### src/rtl/kmap_share_arb.sv
// Round-robin arbiter sharing one external K-map evaluator between NUM_REQ requesters.
// One transaction in flight: grant/drive operand, sample evaluator, return tagged response.
module kmap_share_arb #(
    parameter int NUM_REQ = 4,
    parameter int ID_W    = 2
) (
    input  logic                 clk,
    input  logic                 rst_n,
    input  logic [NUM_REQ-1:0]   req_valid,
    input  logic [4*NUM_REQ-1:0] req_abcd,
    output logic [NUM_REQ-1:0]   req_ready,
    output logic                 km_a,
    output logic                 km_b,
    output logic                 km_c,
    output logic                 km_d,
    input  logic                 km_f0,
    input  logic                 km_f1,
    input  logic                 km_f2,
    output logic                 rsp_valid,
    input  logic                 rsp_ready,
    output logic [ID_W-1:0]      rsp_id,
    output logic [3:0]           rsp_abcd,
    output logic [2:0]           rsp_f,
    output logic                 busy
);

    typedef enum logic [1:0] {IDLE, EVAL, RESP} state_t;

    state_t          state;
    state_t          state_next;
    logic [ID_W-1:0] rr_ptr;
    logic [ID_W-1:0] grant_idx;
    logic [ID_W-1:0] next_ptr;
    logic            grant_valid;
    logic [3:0]      grant_abcd;
    logic [3:0]      abcd_arr [NUM_REQ];

    function automatic logic [ID_W-1:0] ring_idx(input logic [ID_W-1:0] base, input int unsigned off);
        int unsigned sum;
        sum = 32'(base) + off;
        if (sum >= NUM_REQ) sum = sum - NUM_REQ;
        return ID_W'(sum);
    endfunction

    always_comb begin
        for (int i = 0; i < NUM_REQ; i++) begin
            abcd_arr[i] = req_abcd[4*i +: 4];
        end
    end

    // Scan from the highest offset down so the requester nearest rr_ptr wins.
    always_comb begin
        grant_valid = 1'b0;
        grant_idx   = '0;
        for (int i = NUM_REQ - 1; i >= 0; i--) begin
            if (req_valid[ring_idx(rr_ptr, i)]) begin
                grant_valid = 1'b1;
                grant_idx   = ring_idx(rr_ptr, i);
            end
        end
    end

    assign grant_abcd = abcd_arr[grant_idx];
    assign next_ptr   = (grant_idx == ID_W'(NUM_REQ - 1)) ? '0 : grant_idx + 1'b1;

    always_comb begin
        req_ready = '0;
        if (state == IDLE && grant_valid) req_ready[grant_idx] = 1'b1;
    end

    always_ff @(posedge clk or negedge rst_n) begin
        if (!rst_n) state <= IDLE;
        else        state <= state_next;
    end

    always_comb begin
        state_next = state;
        case (state)
            IDLE:    if (grant_valid) state_next = EVAL;
            EVAL:    state_next = RESP;
            RESP:    if (rsp_ready) state_next = IDLE;
            default: state_next = IDLE;
        endcase
    end

    // Operand stays on the evaluator pins after the response so km_* only move on a grant.
    always_ff @(posedge clk or negedge rst_n) begin
        if (!rst_n) begin
            km_a      <= 1'b0;
            km_b      <= 1'b0;
            km_c      <= 1'b0;
            km_d      <= 1'b0;
            rsp_valid <= 1'b0;
            rsp_id    <= '0;
            rsp_abcd  <= '0;
            rsp_f     <= '0;
            rr_ptr    <= '0;
        end else begin
            case (state)
                IDLE: begin
                    if (grant_valid) begin
                        {km_a, km_b, km_c, km_d} <= grant_abcd;
                        rsp_abcd <= grant_abcd;
                        rsp_id   <= grant_idx;
                        rr_ptr   <= next_ptr;
                    end
                end
                EVAL: begin
                    rsp_f     <= {km_f2, km_f1, km_f0};
                    rsp_valid <= 1'b1;
                end
                RESP: begin
                    if (rsp_ready) rsp_valid <= 1'b0;
                end
                default: ;
            endcase
        end
    end

    assign busy = (state != IDLE);

endmodule

### config.mk
export PLATFORM = sky130hd
export DESIGN_NAME = kmap_share_arb
export DESIGN_NICKNAME = d
export VERILOG_FILES = /design/src/rtl/kmap_share_arb.sv
export SDC_FILE = /design/constraint.sdc
export NUM_CORES = 1
export LEC_CHECK = 0
export BUFFER_PORTS_ARGS = -buffer_cell sky130_fd_sc_hd__buf_2
export CAP_MARGIN = 40
export CORE_UTILIZATION = 38
export DETAILED_ROUTE_END_ITERATION = 10
export PLACE_DENSITY = 0.73
export SLEW_MARGIN = 5
export SYNTH_ARGS = -nofsm -noshare
export SYNTH_HDL_FRONTEND = slang
export SYNTH_SLANG_ARGS = --single-unit
### constraint.sdc
create_clock -name clk -period 1.71 [get_ports clk]
set_clock_uncertainty 0.05 [all_clocks]
set_input_delay 0.171 -clock clk [delete_from_list [all_inputs] [get_ports clk]]
set_output_delay 0.171 -clock clk [all_outputs]
set_load 0.05 [all_outputs]
==> qor.csv <==
metric;value;unit
H-tree levels;1;
Setup CP Type;flip-flop to output port;
Placer Congestion;0.7720;
Worst Tran Pin Value;0.3312;ns
Root Buffer;clkbuf_4;
critical path startpoint category;flip-flop;
WP data arrival;1.79;ns
status;complete, but fails checks;
Worst EP required;1.49;ns
syn avg cell area;9.963;um^2
Die Wd;48.09;um
Fin. Hold Viols;0;
Worst-path clk slew;0.08;ns
Post-Synthesis Cells;81;
P_sw;1.524;mW
multi-input combinational cell area;442.9;um^2
final setup fails;8;
Main synth FF type;dfrtp_1;
hold_sp;km_f1;
Comb pwr share;0.728;
via/cell ratio;4.935;
initial antenna violation count;0;
setup ws final;-0.3041;ns
Core Area;1982;um^2
Reg area;350.3;um^2
Sink Count;14;
Setup TNS Final;-1.852;ns
drt drc;0;
Row Count;16;
vias in the first global route;726;
first-pass GRT wire length;2960;um
Worst R2R Setup Slack;-0.22;ns
Max FO, Critical Path;4;
Pleak;0.7088;nW
via count;839;
post-synth top area share;0.4341;
WL final;2104;um
Ports;45;
clock power share;0.063;
worst r2r path cells;7;
CP startpoint;rr_ptr[1]$_DFFE_PN0P_;
Synth cell types;24;
die area;2312;um^2
drt wl/cell;12.38;um
register area share after synthesis;0.4341;
fin crit period;2.014;ns
HPWL Detailed;1551;um
CTS max path bufs;2;
number of buffers added on ports;44;
EDFF count, synth;0;
worst hold stages;2;
Final Cycle Share;1.178;
FF-to-FF End;rsp_abcd[1]$_DFFE_PN0P_;
top routing layer in use;met4;
crit end category;output port;
Synth area leader;dfrtp_1;
# diodes;0;
Async SR Flop Fraction;1.000;
CTS tree;yes;
remaining antenna violation count;0;
crit-path cells;buf_4 -> a21o_1 -> a21oi_2 -> o22ai_2 -> inv_2 -> ha_2 -> and2_4 -> buf_8;
PD cells;2244;nW/um^2
Mapped Nets;108;
power share of the sequential group;0.208;
RSZ-0062 raised after global routing;true;
pre-CTS setup slack;-0.1585;ns
#FFs+latches synth;14;
failing checks;setup timing;
CTS Buf Count;3;
internal power;1.394;mW
Hold Crit Class;input pin to flip-flop;
Relative slew margins;0.7771;
Reg-to-Reg Start;rr_ptr[0]$_DFFE_PN0P_;
Filler cells;161;
Max Freq;0.4965;GHz
commonest cells in the netlist;dfrtp_1, nor3_1, mux2i_1;
metal2 WL;1126;um
largest net degree at the start of global routing;15;
nets;172;
GRT Total Usage;0.1916;
drt first pass iters;4;
M1 WL;859;um
Pins Over Slew Limit;0;
Die Y;48.09;um
Initial Util;0.4072;
max-cap viol count;0;
hold path endpoint;rsp_f[1]$_DFFE_PN0P_;
Layout area overhead;61.09;%
Synth Warn #;0;
peak supply drop;1.488;mV
Met3 Wirelength;89;um
Synth area leaders;dfrtp_1, mux2i_1, nor3_1;
GRT overflow;0;
slowest CP cell;dfrtp_1;
DR iter-0 viols;8;
Netlist Area Pre-Place;807.0;um^2
layout cells sized above 1;0.6154;
max incr delay on CP;0.43;ns
count leader, synth;dfrtp_1;
Switching Fraction;0.5222;
clock latency on the worst-skew pair;0.27;ns
==> cells in the final DEF (no fill, tap or decap) <==
cell	Yosys	layout
buf_8	0	1
nor4_1	1	1
dfrtp_1	14	14
nor2_1	3	2
mux2_2	4	3
and2_4	0	1
o22ai_2	0	1
o21ai_0	2	1
a21o_1	2	2
nor3_2	0	1
a21oi_2	0	1
dlygate4sd3_1	0	1
buf_4	4	18
or3b_1	1	1
nor2_4	0	1
mux2_4	0	1
buf_6	2	6
a21boi_1	0	1
a21oi_1	3	2
inv_1	5	3
a21boi_0	2	1
inv_2	1	3
nand2_1	7	7
or2_4	0	2
clkbuf_4	0	3
mux2i_1	8	7
a211o_1	4	4
nor2b_1	1	1
buf_2	1	40
mux2i_2	0	1
o221ai_2	1	1
ha_2	0	1
nor3_4	0	2
o21ai_2	0	1
nor3_1	10	7
==> layer usage <==
layer,vias to the layer above,GRT usage
li1,407,-
met1,400,0.2258
met2,28,0.3297
met3,4,0.04528
met4,0,0.08333
met5,-,0
==> power groups by stage <==
stage               combinational [mW]  sequential, mW  clock, mW
floorplan                         1.05            1.02          0
global placement                  1.90           0.593          0
detailed placement                1.93           0.605          0
CTS                               2.06           0.606      0.192
global route                      2.27           0.632      0.210
finish                            2.13           0.607      0.185
==> worst max-delay path by stage <==
stage	to	slack [ns]	cells past startpoint
floorplan	req_ready[0]	-0.18	5
global placement	req_ready[0]	-0.09	6
detailed placement	req_ready[0]	-0.16	6
CTS	req_ready[3]	-0.30	8
global route	req_ready[0]	-0.39	8
finish	req_ready[3]	-0.30	8
==> logic make-up (layout without fill, tap and decap cells) <==
family,count (synthesis),count (layout),synth area share
simple gates,26,26,0.1582
compound gates,15,15,0.1380
flops,14,14,0.4341
buf+inv,13,75,0.09922
mux,12,12,0.1550
fa+ha+maj,1,1,0.01550
==> area by class of cell <==
cell class                 count  area share
multi-input combinational     54      0.3407
timing repair buffer          66      0.3292
tap                           27     0.02599
sequential                    14      0.2695
clock buffer                   3     0.01732
inverter                       6     0.01732
==> through the flow <==
step	hold WS, ns	utilization	instances	cell area [um^2]	total power [mW]
3_3_place_gp	0.03605	0.5852	161	1160	2.492
4_1_cts	0.06687	0.6383	167	1265	2.856
6_report	0.07110	0.6559	170	1300	2.918
5_1_grt	0.05982	0.6559	170	1300	3.109
2_1_floorplan	-0.1746	-	81	849.6	2.074
3_5_place_dp	0.04011	0.5852	161	1160	2.535
==> what timing repair did <==
item                                    in CTS  in global routing
gates resized for setup                     19                  5
hold buffers                                 1                  0
hold endpoints to repair                    14                  0
pin swaps                                    6                  8
buffers inserted                             2                  3
endpoints found under the setup margin       9                 10
==> flip-flops by register name, indices dropped and copies added, names as in the netlist <==
register / count
rsp_id: 2
rr_ptr: 2
state: 2
rsp_valid: 1
rsp_f: 3
km_a: 1
rsp_abcd: 3
==> worst max-delay path: cells and delay by family, from the launching register on <==
kind | cells | cell delay [ns]
adder cells (fa/ha/maj) | 1 | 0.16
flip-flops | 1 | 0.43
buffers and inverters | 3 | 0.36
AND/OR/NAND/NOR | 1 | 0.14
AO/OA/AOI/OAI | 3 | 0.42
No activity file was read; power rests on OpenSTA's default activity.
